### config.mk
export PLATFORM = sky130hd
export DESIGN_NAME = ahb_to_apb_bridge
export DESIGN_NICKNAME = d
export VERILOG_FILES = /design/src/rtl/ahb_to_apb_bridge.sv
export SDC_FILE = /design/constraint.sdc
export NUM_CORES = 1
export LEC_CHECK = 0
export ABC_AREA = 1
export CORE_ASPECT_RATIO = 1.1
export CORE_UTILIZATION = 40
export DETAILED_ROUTE_END_ITERATION = 12
export PLACE_DENSITY = 0.8
export SETUP_SLACK_MARGIN = 0.4
export SYNTH_ARGS = -nofsm -noshare
export SYNTH_HDL_FRONTEND = slang
export SYNTH_SLANG_ARGS = --single-unit
### constraint.sdc
create_clock -name HCLK -period 1.65 [get_ports HCLK]
set_input_delay 0.4125 -clock HCLK [delete_from_list [all_inputs] [get_ports HCLK]]
set_output_delay 0.4125 -clock HCLK [all_outputs]
set_load 0.005 [all_outputs]
### src/rtl/ahb_to_apb_bridge.sv
// rtl/ahb_to_apb_bridge.sv - AHB-Lite slave to APB3 master bridge
//
// Each accepted AHB transfer becomes exactly one APB setup/access sequence.
// The AHB data phase is held with wait states until the APB slave completes.
// Optional feature macro: APB_BRIDGE_SLVERR_EN
//   defined   : PSLVERR with PREADY in ACCESS gives a two-cycle AHB ERROR
//   undefined : PSLVERR is ignored and HRESP is tied low
//
// Ports:
//   HCLK, HRESETn               clock (rising edge), asynchronous active-low reset
//   HSEL, HADDR, HTRANS, HSIZE  AHB-Lite address phase
//   HPROT, HWRITE, HREADY
//   HWDATA                      AHB write data (data phase)
//   HREADYOUT, HRESP, HRDATA    AHB-Lite slave response
//   PSEL, PADDR, PENABLE,       APB3 request; PADDR[15:12] drives the
//   PWRITE, PWDATA, PSTRB,      peripheral decoder
//   PPROT
//   PRDATA, PREADY, PSLVERR     multiplexed APB slave response

module ahb_to_apb_bridge #(
    parameter int unsigned ADDRWIDTH = 16
) (
    input  logic                 HCLK,
    input  logic                 HRESETn,
    input  logic                 HSEL,
    input  logic [ADDRWIDTH-1:0] HADDR,
    input  logic [1:0]           HTRANS,
    input  logic [2:0]           HSIZE,
    input  logic [3:0]           HPROT,
    input  logic                 HWRITE,
    input  logic                 HREADY,
    input  logic [31:0]          HWDATA,
    output logic                 HREADYOUT,
    output logic                 HRESP,
    output logic [31:0]          HRDATA,
    output logic                 PSEL,
    output logic [ADDRWIDTH-1:0] PADDR,
    output logic                 PENABLE,
    output logic                 PWRITE,
    output logic [31:0]          PWDATA,
    output logic [3:0]           PSTRB,
    output logic [2:0]           PPROT,
    input  logic [31:0]          PRDATA,
    input  logic                 PREADY,
    input  logic                 PSLVERR
);

    typedef enum logic [2:0] {
        ST_IDLE   = 3'd0,
        ST_WAIT   = 3'd1,
        ST_SETUP  = 3'd2,
        ST_ACCESS = 3'd3,
`ifdef APB_BRIDGE_SLVERR_EN
        ST_ERR1   = 3'd5,
        ST_ERR2   = 3'd6,
`endif
        ST_DONE   = 3'd4
    } state_t;

    state_t state;
    state_t state_nxt;
    state_t start_state;
    logic   accept;

    // HREADYOUT is high exactly in IDLE, DONE and ERR2, which are the only
    // states allowed to accept a new address phase.
    assign accept = HREADYOUT & HSEL & HTRANS[1] & HREADY;

    // Writes detour through WAIT so HWDATA can be captured in the data phase.
    assign start_state = accept ? (HWRITE ? ST_WAIT : ST_SETUP) : ST_IDLE;

    function automatic logic [3:0] write_strobe(input logic [2:0] size,
                                                input logic [1:0] lsb);
        case (size)
            3'd0:    return 4'b0001 << lsb;
            3'd1:    return 4'b0011 << {lsb[1], 1'b0};
            default: return 4'b1111;
        endcase
    endfunction

    always_comb begin
        state_nxt = state;
        case (state)
            ST_IDLE, ST_DONE: state_nxt = start_state;
            ST_WAIT:          state_nxt = ST_SETUP;
            ST_SETUP:         state_nxt = ST_ACCESS;
            ST_ACCESS: begin
                if (PREADY) begin
`ifdef APB_BRIDGE_SLVERR_EN
                    state_nxt = PSLVERR ? ST_ERR1 : ST_DONE;
`else
                    state_nxt = ST_DONE;
`endif
                end
            end
`ifdef APB_BRIDGE_SLVERR_EN
            ST_ERR1:          state_nxt = ST_ERR2;
            ST_ERR2:          state_nxt = start_state;
`endif
            default:          state_nxt = ST_IDLE;
        endcase
    end

    // State and all handshake outputs are registered together; the outputs
    // are decoded from the next state so they line up with the state register.
    always_ff @(posedge HCLK or negedge HRESETn) begin
        if (!HRESETn) begin
            state     <= ST_IDLE;
            HREADYOUT <= 1'b1;
`ifdef APB_BRIDGE_SLVERR_EN
            HRESP     <= 1'b0;
`endif
            HRDATA    <= 32'h0;
            PSEL      <= 1'b0;
            PENABLE   <= 1'b0;
            PWRITE    <= 1'b0;
            PADDR     <= '0;
            PWDATA    <= 32'h0;
            PSTRB     <= 4'h0;
            PPROT     <= 3'h0;
        end else begin
            state     <= state_nxt;
`ifdef APB_BRIDGE_SLVERR_EN
            HREADYOUT <= (state_nxt == ST_IDLE) || (state_nxt == ST_DONE) ||
                         (state_nxt == ST_ERR2);
            HRESP     <= (state_nxt == ST_ERR1) || (state_nxt == ST_ERR2);
`else
            HREADYOUT <= (state_nxt == ST_IDLE) || (state_nxt == ST_DONE);
`endif
            PSEL      <= (state_nxt == ST_SETUP) || (state_nxt == ST_ACCESS);
            PENABLE   <= (state_nxt == ST_ACCESS);

            // Address/control are only loaded on accept, so they stay stable
            // from SETUP through the final ACCESS cycle.
            if (accept) begin
                PADDR  <= HADDR;
                PWRITE <= HWRITE;
                PSTRB  <= HWRITE ? write_strobe(HSIZE, HADDR[1:0]) : 4'h0;
                PPROT  <= {~HPROT[0], 1'b0, HPROT[1]};
            end

            if (state == ST_WAIT) begin
                PWDATA <= HWDATA;
            end

            if ((state == ST_ACCESS) && PREADY && !PWRITE) begin
                HRDATA <= PRDATA;
            end
        end
    end

`ifdef APB_BRIDGE_SLVERR_EN
    logic unused_inputs;
    assign unused_inputs = &{1'b0, HTRANS[0], HPROT[3:2]};
`else
    assign HRESP = 1'b0;

    logic unused_inputs;
    assign unused_inputs = &{1'b0, HTRANS[0], HPROT[3:2], PSLVERR};
`endif

endmodule

=== Word-level counts from Yosys, hierarchy flattened ===
Cells that the tools add are included.
W data, S select, Z words.

* Register bits: 93
* Input port bits: 96

* Shift-type cells: 2
* Equal/unequal tests: 8
* Bitwise logic cells: 4
* Mux-type cells: 6
* Reduce and logical (&&, ||, !) cells: 9

{| class="wikitable"
|+ Operators with widths
! cell !! count
|-
| $eq A3 B2 Y1 const B || 4
|-
| $pmux W3 S4 || 1
|-
| $logic_not A3 Y1 || 3
|-
| $pmux W4 S2 || 1
|-
| $eq A3 B1 Y1 const B || 2
|-
| $eq A3 B3 Y1 const B || 2
|-
| $mux W2 || 2
|-
| $mux W4 || 1
|-
| $shl A1 B2 Y4 const A || 1
|-
| $shl A2 B2 Y4 const A || 1
|-
| $and A1 B1 Y1 || 3
|-
| $mux W3 || 1
|-
| $logic_and A1 B1 Y1 || 2
|-
| $logic_or A1 B1 Y1 || 2
|-
| $reduce_or A2 Y1 || 1
|-
| $logic_not A1 Y1 || 1
|-
| $not A1 Y1 || 1
|}

=== Depth between registers and ports, before layout ===
* Word-level depth: 7
* Depth in mapped cells: 6
* Depth with buffers taken out: 6

=== Worst setup path before layout ===
Ideal clock, no wire load.

* Kind: reg-to-reg
* From: register HREADYOUT
* To: register PSTRB[0]
* Data arrival time: 1.218 ns
* Slack: 0.315 ns
* Library setup time: 0.116 ns
* Stages on the path, launching flop included: 7
* Required time: 1.534 ns
* Path through: dfstp_2 -> nand2_1 -> nor2_2 -> inv_2 -> buf_2 -> nand2_1 -> nand2_1

* Longest elaborated chain between the ends: 3

{| class="wikitable"
|+ Ends and longest elaborated chain
! element !! line !! text
|-
| start: declaration || 33 || <nowiki>output logic HREADYOUT,</nowiki>
|-
| start signal: assignment || 128 || <nowiki>HREADYOUT <= (state_nxt == ST_IDLE) || (state_nxt == ST_DONE);</nowiki>
|-
| $and A1 B1 Y1 (3 in a row) || 67 || <nowiki>assign accept = HREADYOUT & HSEL & HTRANS[1] & HREADY;</nowiki>
|-
| end signal: assignment || 138 || <nowiki>PSTRB <= HWRITE ? write_strobe(HSIZE, HADDR[1:0]) : 4'h0;</nowiki>
|-
| end: declaration || 41 || <nowiki>output logic [3:0] PSTRB,</nowiki>
|}

Every way passes these cells.
A chain may end at the register's enable or synchronous reset.

=== Worst setup path after layout ===
* From: register HREADYOUT
* To: output HREADYOUT

No word-level cell between the ends.

==> impl_metrics.py <==
metrics = {
    "grt": {
        "grt_pass1_wl_mm": 16.5,
        "met2_usage_pct": 41.8,
        "gr-usage-met1_pct": 24.9,
        "grt-ovfl-total": 0,
        "groute.usage.overall_pct": 22.5,
        "grt_max_degree": 67,
        "grt_pass1_vias": 3429,
        "met3_usage_pct": 5.31,
        "busiest_layer": "met2",
        "antenna_found_initial": 1,
    },
    "pwr": {
        "p_total_mw": 10.4,
        "ir_worst_vdd_uv": 864,
        "power.share.clock_pct": 15.0,
        "p_comb_share_pct": 46.7,
        "switchingPower_mw": 3.70,
        "power.leakage_nw": 3.37,
        "seq_power_share_pct": 38.3,
        "power.density_mw_per_mm2": 1640,
        "p_sw_share_pct": 35.6,
        "p_int_mw": 6.71,
    },
    "place": {
        "place_area_sq_mm": 0.00569,
        "place_inst": 699,
        "gp_congestion": 0.815,
        "port_buffers": 181,
        "place_ws_ns": -0.104,
        "place_hpwl_mm": 7.11,
    },
    "cts": {
        "clk_path_buf_depth": 2,
        "clock-sinks": 93,
        "clk_pin_slew_worst_paths_ns": 0.09,
        "htree_levels": 3,
        "clock_latency_ns": 0.36,
        "cts_buffers": 9,
        "tritoncts": "yes",
        "ctsRootBufferMaster": "clkbuf_8",
    },
    "critical_path": {
        "cp-end-kind": "output port",
        "cpMaxStageDelayCell": "dfstp_2",
        "required_ns": 1.24,
        "rrSetupSlack_ns": 0.31,
        "slowest_delay_ns": 0.55,
        "path_class": "reg -> out",
        "path_cells": "buf_2",
        "worstPathArrival_ns": 1.01,
        "crit_buf_inv": 1,
        "crit_cells": 1,
        "critical_path.top_delay_family": "flip-flops",
        "rr_worst_depth": 7,
        "start_kind": "register",
        "cp_max_fo": 2,
    },
    "synthesis": {
        "yosys_warnings": 0,
        "ys_seq_area_share_pct": 62.9,
        "synth_area_sq_mm": 0.00370,
        "syn_area_per_cell_sq_um": 8.97,
        "synth.distinct_cells": 19,
        "synth_seq_cells": 93,
        "postSynthCellCount": 413,
    },
    "timing": {
        "timing.final.max_slew_violations": 0,
        "fin_crit_ns": 1.42,
        "hold_viol": 0,
        "hold-worst-slack_ns": 0.473,
        "fmax_mhz": 704,
        "setup_viol": 0,
        "fin_ws_ns": 0.230,
        "timing.final.crit_share_pct": 86.0,
        "fin_worst_skew_ns": 0.0118,
        "fin_tns_setup_ns": 0,
        "rsz0062_at_grt": "yes",
    },
    "floorplan": {
        "num_rows": 36,
        "die_area_sq_mm": 0.00965,
        "ios": 188,
        "dieWidth_microns": 93.8,
        "initial_utilization_pct": 41.5,
        "core_area_sq_mm": 0.00892,
        "fp.dieH_microns": 103,
    },
    "route": {
        "ant_nets": 0,
        "drc": 0,
        "drt_iter0_drc": 135,
        "wl_mm": 11.6,
        "vias_per_cell": 4.69,
        "drtPass1Iterations": 4,
        "avgRoutedWirePerCell_microns": 14.9,
        "via_count": 3667,
    },
    "finish": {
        "fin_nets": 758,
        "area_delta_synth_final_pct": 71.6,
        "instances_no_fill": 782,
        "layout-drive-gt1-share_pct": 36.9,
        "regArea_sq_mm": 0.00233,
        "fin_util_pct": 71.3,
        "nFillCells": 676,
        "stdcell_area_sq_mm": 0.00636,
        "multiInputGateArea_sq_mm": 0.00137,
    },
    "hold_path": {
        "hold_class": "reg -> reg",
        "hold_path_depth": 2,
    },
    "flow_run": {
        "drv_cap": 0,
    },
    "run_status": {
        "status": "completed",
    },
}
cell type report:
cell class | count | area share, %
well taps | 114 | 2.24
inverters | 42 | 2.52
multi-input cells | 258 | 21.6
repair buffers | 258 | 33.8
flip-flops and latches | 93 | 36.6
diodes | 1 | 0.0394
clock buffers | 11 | 2.22
clock inverters | 5 | 0.945
flip-flops by register name, indices dropped and copies added (netlist names):
signal     count
HRDATA        32
HREADYOUT      1
PWRITE         1
PSTRB          4
PENABLE        1
state          3
PPROT          2
PSEL           1
PADDR         16
PWDATA        32
Yosys cell counts:
library cell	count	share of area [%]
nand2_1	161	16
dfrtp_1	92	62
nand3_1	48	6.5
inv_1	39	4.0
o21ai_0	34	4.6
buf_2	8	1.1
nor2_1	7	0.71
clkbuf_1	6	0.61
buf_4	4	0.81
buf_6	3	0.91
inv_2	2	0.20
nor2_2	2	0.34
clkinv_1	1	0.10
conb_1	1	0.10
dfstp_2	1	0.71
nand2_2	1	0.17
nor3_4	1	0.44
o21ai_1	1	0.13
o21bai_1	1	0.20
cells in the final DEF, fill, tap and decap left out:
cell type	count
nand2_1	111
dfrtp_1	92
buf_2	90
clkdlybuf4s50_1	89
buf_4	58
nand3_1	43
inv_1	39
o21ai_0	33
nand2_2	30
nand2_4	21
clkbuf_8	10
buf_6	7
buf_12	7
nor2_1	5
nand3_2	4
buf_16	4
nor2_4	2
nor2_2	2
o21ai_1	2
conb_1	2
clkinv_4	2
diode_2	1
dfstp_2	1
nand3_4	1
inv_2	1
nor3_4	1
clkinv_1	1
inv_4	1
o21bai_1	1
clkbuf_1	1
bufinv_16	1
clkinv_2	1
clkinvlp_4	1
clkbuf_16	1
dlygate4sd3_1	1
dlygate4sd2_1	1
metal layers:
layer	routed length, microns	part of all wire, %	vias up
met1	4350	37	1739
li1	-	-	1785
met3	801	6.9	13
met5	0	0	-
met4	161	1.4	0
met2	6330	54	130
power by group through the flow:
stage          clock network [mW]  logic [mW]  registers (mW)
2_1_floorplan                   0        1.39            4.06
3_3_place_gp                    0        4.18            3.95
3_5_place_dp                    0        4.30            4.01
4_1_cts                      1.57        4.04            3.94
5_1_grt                      1.68        5.33            4.08
6_report                     1.56        4.86            3.99
repair_timing:
item / CTS / global route
cloned: 4 / 2
hold endpoints to repair: 26 / 0
gates resized for setup: 404 / 51
setup endpoints to repair: 126 / 135
setup buffers: 29 / 30
pin swaps: 2 / 3
hold buffers: 1 / 0
worst paths after layout:
kind / from / end
min reg2reg: PPROT[0] / PPROT[0]
max in group asynchronous: HRESETn / HREADYOUT
max reg2reg: state[1] / HRDATA[11]
max: HREADYOUT / HREADYOUT
min in group asynchronous: HRESETn / HRDATA[19]
min: PPROT[0] / PPROT[0]
cells by family after synthesis:
family	synth area share, %
AO/OA/AOI/OAI	4.93
other	0.101
flip-flops	62.9
buffers and inverters	7.67
AND/OR/NAND/NOR	24.5
Note: power is estimated with default switching activity, not from simulation.
